## src/rtl/heart_mon_pkg.sv

```systemverilog
// Shared definitions for the heart count receiver/checker.
//
// Contents:
//   HEART_MAX - highest legal value on the 4-bit heart count bus
//   state_e   - monitor state encoding (visible on state_dbg)
//   step_e    - classification of one sample against the previous one
//
// Optional feature macro used by the monitor: HEART_MON_LED_EN.

package heart_mon_pkg;

    localparam int unsigned HEART_MAX = 7;

    typedef enum logic [1:0] {
        StIdle    = 2'd0,
        StAcquire = 2'd1,
        StLocked  = 2'd2,
        StLost    = 2'd3
    } state_e;

    typedef enum logic [2:0] {
        StepUp      = 3'd0,
        StepDown    = 3'd1,
        StepHold    = 3'd2,
        StepJump    = 3'd3,
        StepIllegal = 3'd4
    } step_e;

endpackage

```

## src/rtl/heart_step_classify.sv

```systemverilog
// Combinational classification of the current heart count sample against the
// previously accepted one. Arithmetic is modulo 8, so 7->0 is an up step and
// 0->7 is a down step.
//
// Ports:
//   cur  - raw 4-bit sample from the bus (values above HEART_MAX are illegal)
//   prev - last legal sample
//   step - resulting step class

module heart_step_classify
    import heart_mon_pkg::*;
(
    input  logic [3:0] cur,
    input  logic [2:0] prev,
    output step_e      step
);

    always_comb begin
        step = StepJump;
        if (cur > 4'(HEART_MAX)) begin
            step = StepIllegal;
        end else if (cur[2:0] == prev + 3'd1) begin
            step = StepUp;
        end else if (cur[2:0] == prev - 3'd1) begin
            step = StepDown;
        end else if (cur[2:0] == prev) begin
            step = StepHold;
        end
    end

endmodule

```

## src/rtl/heart_beat_monitor.sv

```systemverilog
// Receiver/checker for the 4-bit heart count bus, sampled on the 1 Hz tick.
// Tracks the 0..7 wrap-around sequence, infers its direction, declares lock
// after LOCK_CNT consistent steps, flags illegal values, jumps, stalls and
// reversals, and counts completed laps while locked.
//
// Optional feature: define HEART_MON_LED_EN to drive a registered active-low
// one-hot position decode on led_n. Without it led_n is tied to 8'hFF.
//
// Ports:
//   clk_1hz_in - 1 Hz sample clock
//   rst_n_in   - asynchronous, active-low reset
//   heart_cnt  - count under observation, legal values 0..7
//   dir_out    - tracked direction, 1 = incrementing
//   locked     - high while in the locked state
//   err_pulse  - one-cycle pulse on an illegal value or jump
//   rev_pulse  - one-cycle pulse on an accepted reversal while locked
//   lap_cnt    - laps completed while locked, wraps modulo 2^LAP_W
//   state_dbg  - current state encoding
//   led_n      - active-low one-hot position LEDs

module heart_beat_monitor
    import heart_mon_pkg::*;
#(
    parameter int unsigned LOCK_CNT  = 3,
    parameter int unsigned ERR_MAX   = 2,
    parameter int unsigned STALL_MAX = 4,
    parameter int unsigned LAP_W     = 8
) (
    input  logic             clk_1hz_in,
    input  logic             rst_n_in,
    input  logic [3:0]       heart_cnt,
    output logic             dir_out,
    output logic             locked,
    output logic             err_pulse,
    output logic             rev_pulse,
    output logic [LAP_W-1:0] lap_cnt,
    output logic [1:0]       state_dbg,
    output logic [7:0]       led_n
);

    localparam logic [3:0] LOCK_LIM  = 4'(LOCK_CNT);
    localparam logic [3:0] ERR_LIM   = 4'(ERR_MAX);
    localparam logic [3:0] STALL_LIM = 4'(STALL_MAX);
    localparam logic [LAP_W-1:0] LAP_ONE = {{(LAP_W-1){1'b0}}, 1'b1};

    state_e     state;
    logic [2:0] prev;
    logic       cand_dir;
    logic [3:0] run_cnt;
    logic [3:0] err_cnt;
    logic [3:0] stall_cnt;

    step_e      step;
    logic       legal;
    logic       step_up;
    logic       wrap;
    logic [3:0] run_next;
    logic [3:0] err_next;
    logic [3:0] stall_next;

    heart_step_classify u_classify (
        .cur  (heart_cnt),
        .prev (prev),
        .step (step)
    );

    always_comb begin
        legal      = (step != StepIllegal);
        step_up    = (step == StepUp);
        // Only meaningful for up/down steps: crossing the 7/0 boundary.
        wrap       = (step == StepUp   && heart_cnt[2:0] == 3'd0) ||
                     (step == StepDown && heart_cnt[2:0] == 3'd7);
        // A step against the candidate direction starts a new run of length one.
        run_next   = (step_up == cand_dir) ? run_cnt + 4'd1 : 4'd1;
        err_next   = err_cnt + 4'd1;
        stall_next = stall_cnt + 4'd1;
    end

    assign state_dbg = state;

    always_ff @(posedge clk_1hz_in or negedge rst_n_in) begin
        if (!rst_n_in) begin
            state     <= StIdle;
            prev      <= 3'd0;
            cand_dir  <= 1'b0;
            dir_out   <= 1'b0;
            locked    <= 1'b0;
            err_pulse <= 1'b0;
            rev_pulse <= 1'b0;
            lap_cnt   <= '0;
            run_cnt   <= 4'd0;
            err_cnt   <= 4'd0;
            stall_cnt <= 4'd0;
        end else begin
            err_pulse <= 1'b0;
            rev_pulse <= 1'b0;
            if (legal) begin
                prev <= heart_cnt[2:0];
            end

            unique case (state)
                StIdle: begin
                    if (legal) begin
                        state   <= StAcquire;
                        run_cnt <= 4'd0;
                    end else begin
                        err_pulse <= 1'b1;
                    end
                end

                StAcquire: begin
                    unique case (step)
                        StepUp, StepDown: begin
                            cand_dir <= step_up;
                            run_cnt  <= run_next;
                            if (run_next == LOCK_LIM) begin
                                state     <= StLocked;
                                dir_out   <= step_up;
                                locked    <= 1'b1;
                                err_cnt   <= 4'd0;
                                stall_cnt <= 4'd0;
                            end
                        end
                        StepHold: begin
                        end
                        default: begin
                            err_pulse <= 1'b1;
                            run_cnt   <= 4'd0;
                        end
                    endcase
                end

                StLocked: begin
                    unique case (step)
                        StepUp, StepDown: begin
                            err_cnt   <= 4'd0;
                            stall_cnt <= 4'd0;
                            if (step_up == dir_out) begin
                                if (wrap) begin
                                    lap_cnt <= lap_cnt + LAP_ONE;
                                end
                            end else begin
                                // Reversal wins over a simultaneous wrap.
                                dir_out   <= step_up;
                                cand_dir  <= step_up;
                                rev_pulse <= 1'b1;
                            end
                        end
                        StepHold: begin
                            stall_cnt <= stall_next;
                            if (stall_next == STALL_LIM) begin
                                state  <= StLost;
                                locked <= 1'b0;
                            end
                        end
                        default: begin
                            err_pulse <= 1'b1;
                            err_cnt   <= err_next;
                            if (err_next == ERR_LIM) begin
                                state  <= StLost;
                                locked <= 1'b0;
                            end
                        end
                    endcase
                end

                StLost: begin
                    // One-cycle pause; this sample only refreshes prev.
                    state     <= StAcquire;
                    run_cnt   <= 4'd0;
                    err_cnt   <= 4'd0;
                    stall_cnt <= 4'd0;
                end

                default: begin
                    state <= StIdle;
                end
            endcase
        end
    end

`ifdef HEART_MON_LED_EN
    always_ff @(posedge clk_1hz_in or negedge rst_n_in) begin
        if (!rst_n_in) begin
            led_n <= 8'hFF;
        end else if (legal) begin
            led_n <= ~(8'b1 << heart_cnt[2:0]);
        end
    end
`else
    assign led_n = 8'hFF;
`endif

endmodule

```

## config.mk

```make
export PLATFORM = sky130hd
export DESIGN_NAME = heart_beat_monitor
export DESIGN_NICKNAME = d
export VERILOG_FILES = /design/src/rtl/heart_mon_pkg.sv /design/src/rtl/heart_step_classify.sv /design/src/rtl/heart_beat_monitor.sv
export SDC_FILE = /design/constraint.sdc
export NUM_CORES = 1
export LEC_CHECK = 0
export CORE_ASPECT_RATIO = 2
export CORE_UTILIZATION = 50
export CTS_BUF_LIST = sky130_fd_sc_hd__clkbuf_16
export DETAILED_ROUTE_END_ITERATION = 8
export PLACE_DENSITY_LB_ADDON = 0.05
export REMOVE_ABC_BUFFERS = 1
export SLEW_MARGIN = 20
export SYNTH_ARGS = -nofsm -noshare
export SYNTH_HDL_FRONTEND = slang
export SYNTH_SLANG_ARGS = --single-unit
```

## constraint.sdc

```tcl
create_clock -name clk_1hz_in -period 3.1 [get_ports clk_1hz_in]
set_input_delay 0.93 -clock clk_1hz_in [delete_from_list [all_inputs] [get_ports clk_1hz_in]]
set_output_delay 0.93 -clock clk_1hz_in [all_outputs]
set_load 0.005 [all_outputs]
```

# ---- Yosys cells after proc, flatten, opt, wreduce, memory -nomap -nowiden
# Cells that the tools add are included.
dict set report op_classes {
  magnitude_cmp 1
  n_eq_ne 26
  n_reduce_logical 20
  addsub 6
  mux 40
}
# cell n
set ops {}
lappend ops {{one-hot mux 4 bit (3 select lines)} 3}
lappend ops {{one-hot mux 4 bit (2 select lines)} 3}
lappend ops {{two-way mux 4 bit} 4}
lappend ops {{inequality test 2 bit (second input constant)} 8}
lappend ops {{AND reduction 4 bit} 4}
lappend ops {{two-way mux 1 bit} 15}
lappend ops {{adder 4 x 1 -> 4 bit (second input constant)} 3}
lappend ops {{inequality test 3 bit (second input constant)} 4}
lappend ops {{AND reduction 6 bit} 2}
lappend ops {{two-way mux 2 bit} 5}
lappend ops {{one-hot mux 1 bit (2 select lines)} 5}
lappend ops {{equality test 3 bit} 3}
lappend ops {{two-way mux 3 bit} 3}
lappend ops {{adder 8 x 1 -> 8 bit (second input constant)} 1}
lappend ops {{equality test 4 x 2 -> 1 bit (second input constant)} 2}
lappend ops {{one-hot mux 2 bit (4 select lines)} 1}
lappend ops {{zero test 3 bit} 2}
lappend ops {{nonzero test 3 bit} 2}
lappend ops {{AND reduction 5 bit} 1}
lappend ops {{equality test 2 bit (second input constant)} 2}
lappend ops {{equality test 4 x 3 -> 1 bit (second input constant)} 1}
lappend ops {{> comparator 4 x 3 -> 1 bit (second input constant)} 1}
lappend ops {{one-hot mux 2 bit (2 select lines)} 1}
lappend ops {{OR reduction 2 bit} 2}
lappend ops {{other kinds (13)} 15}
dict set report totals {
  word_cells 104
  input_bits 6
  register_bits 30
  output_inout_bits 22
}

# ---- Logic depth before layout (Yosys ltp)
# Gate-level depths: netlist of the first run.
dict set report depth {
  ltp_word 12
  mapped_depth 9
  mapped_depth_nobuf 8
}

# ---- Hierarchy
# A second synthesis of the first run with hierarchy kept.
dict set report unflattened {
  hier_cells 188
  hier_area_um2 1969.4
}
# module seq_area_each_um2 area_per_inst_um2 instances cells_per_inst
set modules_own_cells {}
lappend modules_own_cells {heart_beat_monitor 750.7 1839.3 1 171}
lappend modules_own_cells {heart_step_classify 0.0 130.1 1 17}

# ---- Worst setup path after synthesis of the first run
# No wires, ideal clock.
dict set report synth_timing {
  kind {input port to flip-flop}
  from {input heart_cnt[1]}
  to {register lap_cnt[1]}
  arrival_ps 2564
  setup_slack_ps 408
  cell_stages 6
  path_buffers 1
  required_ps 2973
  setup_time_ps 127
  path_cell_list {clkbuf_1 xor2_1 nor4_4 xor2_2 nor4b_4 mux2_1}
}
dict set report synth_between {
  elab_chain_cells 9
  word_cells_on_any_way 18
  classes_between {1 x order compare; 6 x eq/ne; 4 x mux; 7 x reduce/logical}
}
# element line
set synth_lines {}
lappend synth_lines {{start: declaration} heart_beat_monitor.sv:31} ;# input logic [3:0] heart_cnt,
lappend synth_lines {{equality test 3 bit} heart_step_classify.sv:26} ;# end else if (cur[2:0] == prev) begin
lappend synth_lines {{two-way mux 1 bit} heart_step_classify.sv:26}
lappend synth_lines {{two-way mux 3 bit} heart_step_classify.sv:24} ;# end else if (cur[2:0] == prev - 3'd1) begin
lappend synth_lines {{two-way mux 3 bit} heart_step_classify.sv:22} ;# end else if (cur[2:0] == prev + 3'd1) begin
lappend synth_lines {{two-way mux 3 bit} heart_step_classify.sv:20} ;# if (cur > 4'(HEART_MAX)) begin
lappend synth_lines {{equality test 3 x 1 -> 1 bit or zero test 3 bit (tied branches)} n/a}
lappend synth_lines {{logical AND 1 bit (on tied branches)} {heart_beat_monitor.sv:72, heart_beat_monitor.sv:71}}
lappend synth_lines {{logical OR 1 bit} heart_beat_monitor.sv:71} ;# wrap = (step == StepUp && heart_cnt[2:0] == 3'd0) ||
lappend synth_lines {{AND reduction 4 bit (no line) *} n/a}
lappend synth_lines {{end signal: assignment} heart_beat_monitor.sv:140} ;# lap_cnt <= lap_cnt + LAP_ONE;
lappend synth_lines {{end: declaration} heart_beat_monitor.sv:36} ;# output logic [LAP_W-1:0] lap_cnt,
# Every way passes the cells marked *; elsewhere a longest branch is shown, timed or not.
# A chain may end at the register's enable or synchronous reset.

# ---- Final worst setup path of the first run
dict set report layout_timing {
  from {input heart_cnt[2]}
  to {register err_cnt[3]}
}
dict set report layout_between {
  elab_chain_cells 11
  word_cells_on_any_way 21
  classes_between {1 x order compare; 10 x eq/ne; 7 x mux; 3 x reduce/logical}
}
# element line
set layout_lines {}
lappend layout_lines {{equality test 3 bit} heart_step_classify.sv:26}
lappend layout_lines {{two-way mux 1 bit} heart_step_classify.sv:26}
lappend layout_lines {{two-way mux 3 bit} heart_step_classify.sv:24}
lappend layout_lines {{two-way mux 3 bit} heart_step_classify.sv:22}
lappend layout_lines {{two-way mux 3 bit *} heart_step_classify.sv:20}
lappend layout_lines {{zero test 3 bit} {heart_beat_monitor.sv:69, heart_beat_monitor.sv:112, heart_beat_monitor.sv:134}}
lappend layout_lines {{equality test 1 bit} heart_beat_monitor.sv:74} ;# run_next = (step_up == cand_dir) ? run_cnt + 4'd1 : 4'd1;
lappend layout_lines {{two-way mux 4 bit} heart_beat_monitor.sv:74}
lappend layout_lines {{equality test 4 x 2 -> 1 bit} heart_beat_monitor.sv:116} ;# if (run_next == LOCK_LIM) begin
lappend layout_lines {{inequality test 2 bit (no line)} n/a}
lappend layout_lines {{AND reduction 4 bit (no line)} n/a}
lappend layout_lines {{end signal: assignment} heart_beat_monitor.sv:158} ;# err_cnt <= err_next;
lappend layout_lines {{end: declaration} heart_beat_monitor.sv:50} ;# logic [3:0] err_cnt;
# Marked as above.

==> metrics.yaml, run 1 <==
status:
  status: "finished clean"
detailed_routing:
  final_antenna_net_count: 0
  first_iter_violations: 27
  remaining_drc_errors: 0
  vias: 1647
  routed_via_density: 5.66
  firstDrtPassIters: 4
  drt-total-wl_mm: 4.73
  routedWlPerCell_um: 16.3
yosys:
  yosysSeqAreaShare_pct: 36.2
  syn_area_mm2: 0.00207
  ys_warn_count: 0
  synthArstFlopShare_pct: 100
  ys_ff_latch: 30
  avgSynthCellArea_um2: 10.1
  synth_enable_flop_cells: 0
  synth-main-ff-cell: "dfrtp_1"
  synth.distinct_cells: 53
  synthCells: 205
layout:
  fillers: 346
  area_delta_synth_final_pct: 22.2
  final_cell_mix: "dfrtp_1 (30), clkdlybuf4s50_1 (19), buf_4 (16)"
  antenna_cells: 0
  fin_nets: 259
  multiInputGateArea_mm2: 0.00122
  layout_commonest_cell: "dfrtp_1"
  drive_gt1_share_pct: 15.8
  design_area_mm2: 0.00253
  regArea_um2: 751
  fin_util_pct: 64.5
clocking:
  tritoncts: "yes"
  clk_path_buf_depth: 2
  clkSinkCount: 30
  postCtsSetupRepairBufs: 0
  ctsRootBufferMaster: "clkbuf_16"
  cts.clk_slew.worst_paths_ns: 0.05
  cts_resized: 0
  cts_buffers: 5
  postCtsHoldBufs: 0
  insertion_delay_ns: 0.27
  htree_num_levels: 2
pwr:
  leakage_nw: 1.16
  power.total_mw: 1.67
  p_per_area_mw_per_mm2: 660
  worst_ir_drop_vdd_uv: 407
sta:
  slew_headroom_pct: 57.9
  fin_crit_ns: 2.95
  fin_hold_ws_ns: 0.473
  report.final.slew_viol_count: 0
  period_share_pct: 95.1
  max_freq_mhz: 339
  fin_setup_tns_ns: 0
  hold_viol: 0
  skew_ns: 0.00308
  report.final.setup_viol: 0
  rsz0062_at_grt: "no"
  max_slew.worst_pin.slew_ns: 0.631
critical_path:
  critPathMaxStageDelay_ns: 0.50
  crit_chain: "clkdlybuf4s50_1 -> xor3_2 -> nor2_1 -> a21oi_1 -> o31a_1 -> a21oi_1 -> mux2_2"
  cpMostUsedCell: "a21oi_1"
  critPathLaunchType: "primary input"
  cp.required_ns: 3.25
  end_kind: "flip-flop"
  crit_slowest_cell: "clkdlybuf4s50_1"
  cp.arrival_ns: 3.10
  crit_type: "in2reg"
  critical_path.max_fanout: 7
die:
  io_pins: 28
  initial_utilization_pct: 52.8
  design.core.area_mm2: 0.00392
  dieArea_mm2: 0.00442
  dieWidth_um: 47.5
  num_rows: 32
  die_h_um: 93.0
global_route:
  overflow: 0
  grt_max_degree: 31
  grt_pass1_vias: 1682
  grt_use_total_pct: 24.3
  antenna_found_initial: 0
  grt_first_pass_wirelength_mm: 7.69
placed_design:
  io_buffers: 19
  dpl.hpwl_mm: 3.59
  gp_congestion: 0.754
  placed_cell_area_mm2: 0.00239
min_path:
  hp-class: "reg2reg"
run:
  drv_cap: 0
## cell usage after synthesis, types with 2 or more instances
cell type	number	share of area (%)
nand2b_1	4	1.2
clkbuf_1	5	0.91
a32o_1	2	0.97
nand4_1	3	0.91
inv_1	7	1.3
o41ai_1	4	1.7
nor3_1	4	0.97
mux2_1	2	1.1
mux2_2	4	2.2
mux2i_1	2	0.97
nor2_1	12	2.2
nor4_4	2	2.1
and2_1	2	0.60
xnor2_1	8	3.4
ha_1	14	8.5
o21a_1	2	0.72
nor2b_1	4	1.2
nand3_1	6	1.4
nand2_1	15	2.7
buf_4	8	2.9
o21ai_0	10	2.4
o31ai_1	2	0.72
xor2_1	8	3.4
dfrtp_1	30	36
and4_1	3	1.3
nor4_1	3	0.91
a22o_1	8	3.4
or4_1	2	0.72
a21oi_1	5	1.2
## layer usage
metal / global-route usage, % / vias up / part of all wire [%]
met2: 45.2 / 28 / 59
li1: - / 789 / -
met1: 24.9 / 820 / 36
met4: 8.10 / 0 / 2.2
met3: 4.25 / 10 / 2.4
met5: 0 / - / 0
## power breakdown
part	total (mW)	leakage (nW)	internal [mW]	switching [mW]
logic	0.704	0.688	0.330	0.374
clock network	0.454	0.0724	0.289	0.164
registers	0.514	0.401	0.447	0.0667
total	1.67	1.16	1.07	0.605
## cell type report
cell class	count	share of cell area, %
timing repair buffer	36	13.0
inverter	7	1.04
sequential	30	29.7
multi-input combinational	159	48.3
clock buffer	5	4.94
tap	51	2.52
clock inverter	3	0.494
## logic make-up (layout without fill, tap and decap cells)
group / after synthesis / count (layout) / share of synthesized area [%]
AND/OR/NAND/NOR: 66 / 66 / 19.4
AO/OA/AOI/OAI: 43 / 43 / 14.8
flip-flops: 30 / 30 / 36.2
buffers and inverters: 23 / 51 / 6.04
XOR/XNOR: 20 / 20 / 10.7
adder cells (fa/ha/maj): 14 / 14 / 8.45
multiplexers: 8 / 8 / 4.23
other: 1 / 8 / 0.181
## worst max-delay path: cells and delay by family
| kind | cells | cell delay [ns] |
|---|---|---|
| AOI/OAI and AO/OA | 3 | 0.67 |
| and+or+nand+nor | 1 | 0.17 |
| muxes | 1 | 0.35 |
| xor gates and xnor gates | 1 | 0.48 |
| buffers and inverters | 1 | 0.50 |
## per-stage QoR
stage	cells	setup slack (ns)
after floorplan	196	0.411
after global placement	283	-0.0675
after detailed placement	283	-0.102
after CTS	291	0.172
after global routing	291	0.0562
final	291	0.152
## registers in the layout (all words and copies together) (netlist names)
name	flops
dir_out	1
run_cnt	4
cand_dir	1
prev	3
lap_cnt	8
stall_cnt	4
locked	1
state_dbg	2
err_pulse	1
rev_pulse	1
err_cnt	4
## path summary, 6_finish.rpt
kind                              start      endpoint  slack (ns)  cells past startpoint
max                        heart_cnt[2]    err_cnt[3]        0.15                      7
min                          lap_cnt[7]    lap_cnt[7]        0.47                      1
max reg2reg                     prev[0]        locked        0.58                     10
min reg2reg                  lap_cnt[7]    lap_cnt[7]        0.47                      1
max in group asynchronous      rst_n_in    err_cnt[2]        1.75                      2
min in group asynchronous      rst_n_in  stall_cnt[0]        1.05                      2
(Power assumes the default switching activity.)
==> inputs of run 2 (changes only) <==
--- a/config.mk
+++ b/config.mk
@@ -5,9 +5,11 @@
 export SDC_FILE = /design/constraint.sdc
 export NUM_CORES = 1
 export LEC_CHECK = 0
+export ABC_CLOCK_PERIOD_IN_PS = 3100
 export CORE_ASPECT_RATIO = 2
 export CORE_UTILIZATION = 50
 export CTS_BUF_LIST = sky130_fd_sc_hd__clkbuf_16
+export CTS_CLUSTER_SIZE = 14
 export DETAILED_ROUTE_END_ITERATION = 8
 export PLACE_DENSITY_LB_ADDON = 0.05
 export REMOVE_ABC_BUFFERS = 1
==> results of run 2 <==
No change in the layout: final DEF, timing and power equal those of run 1.
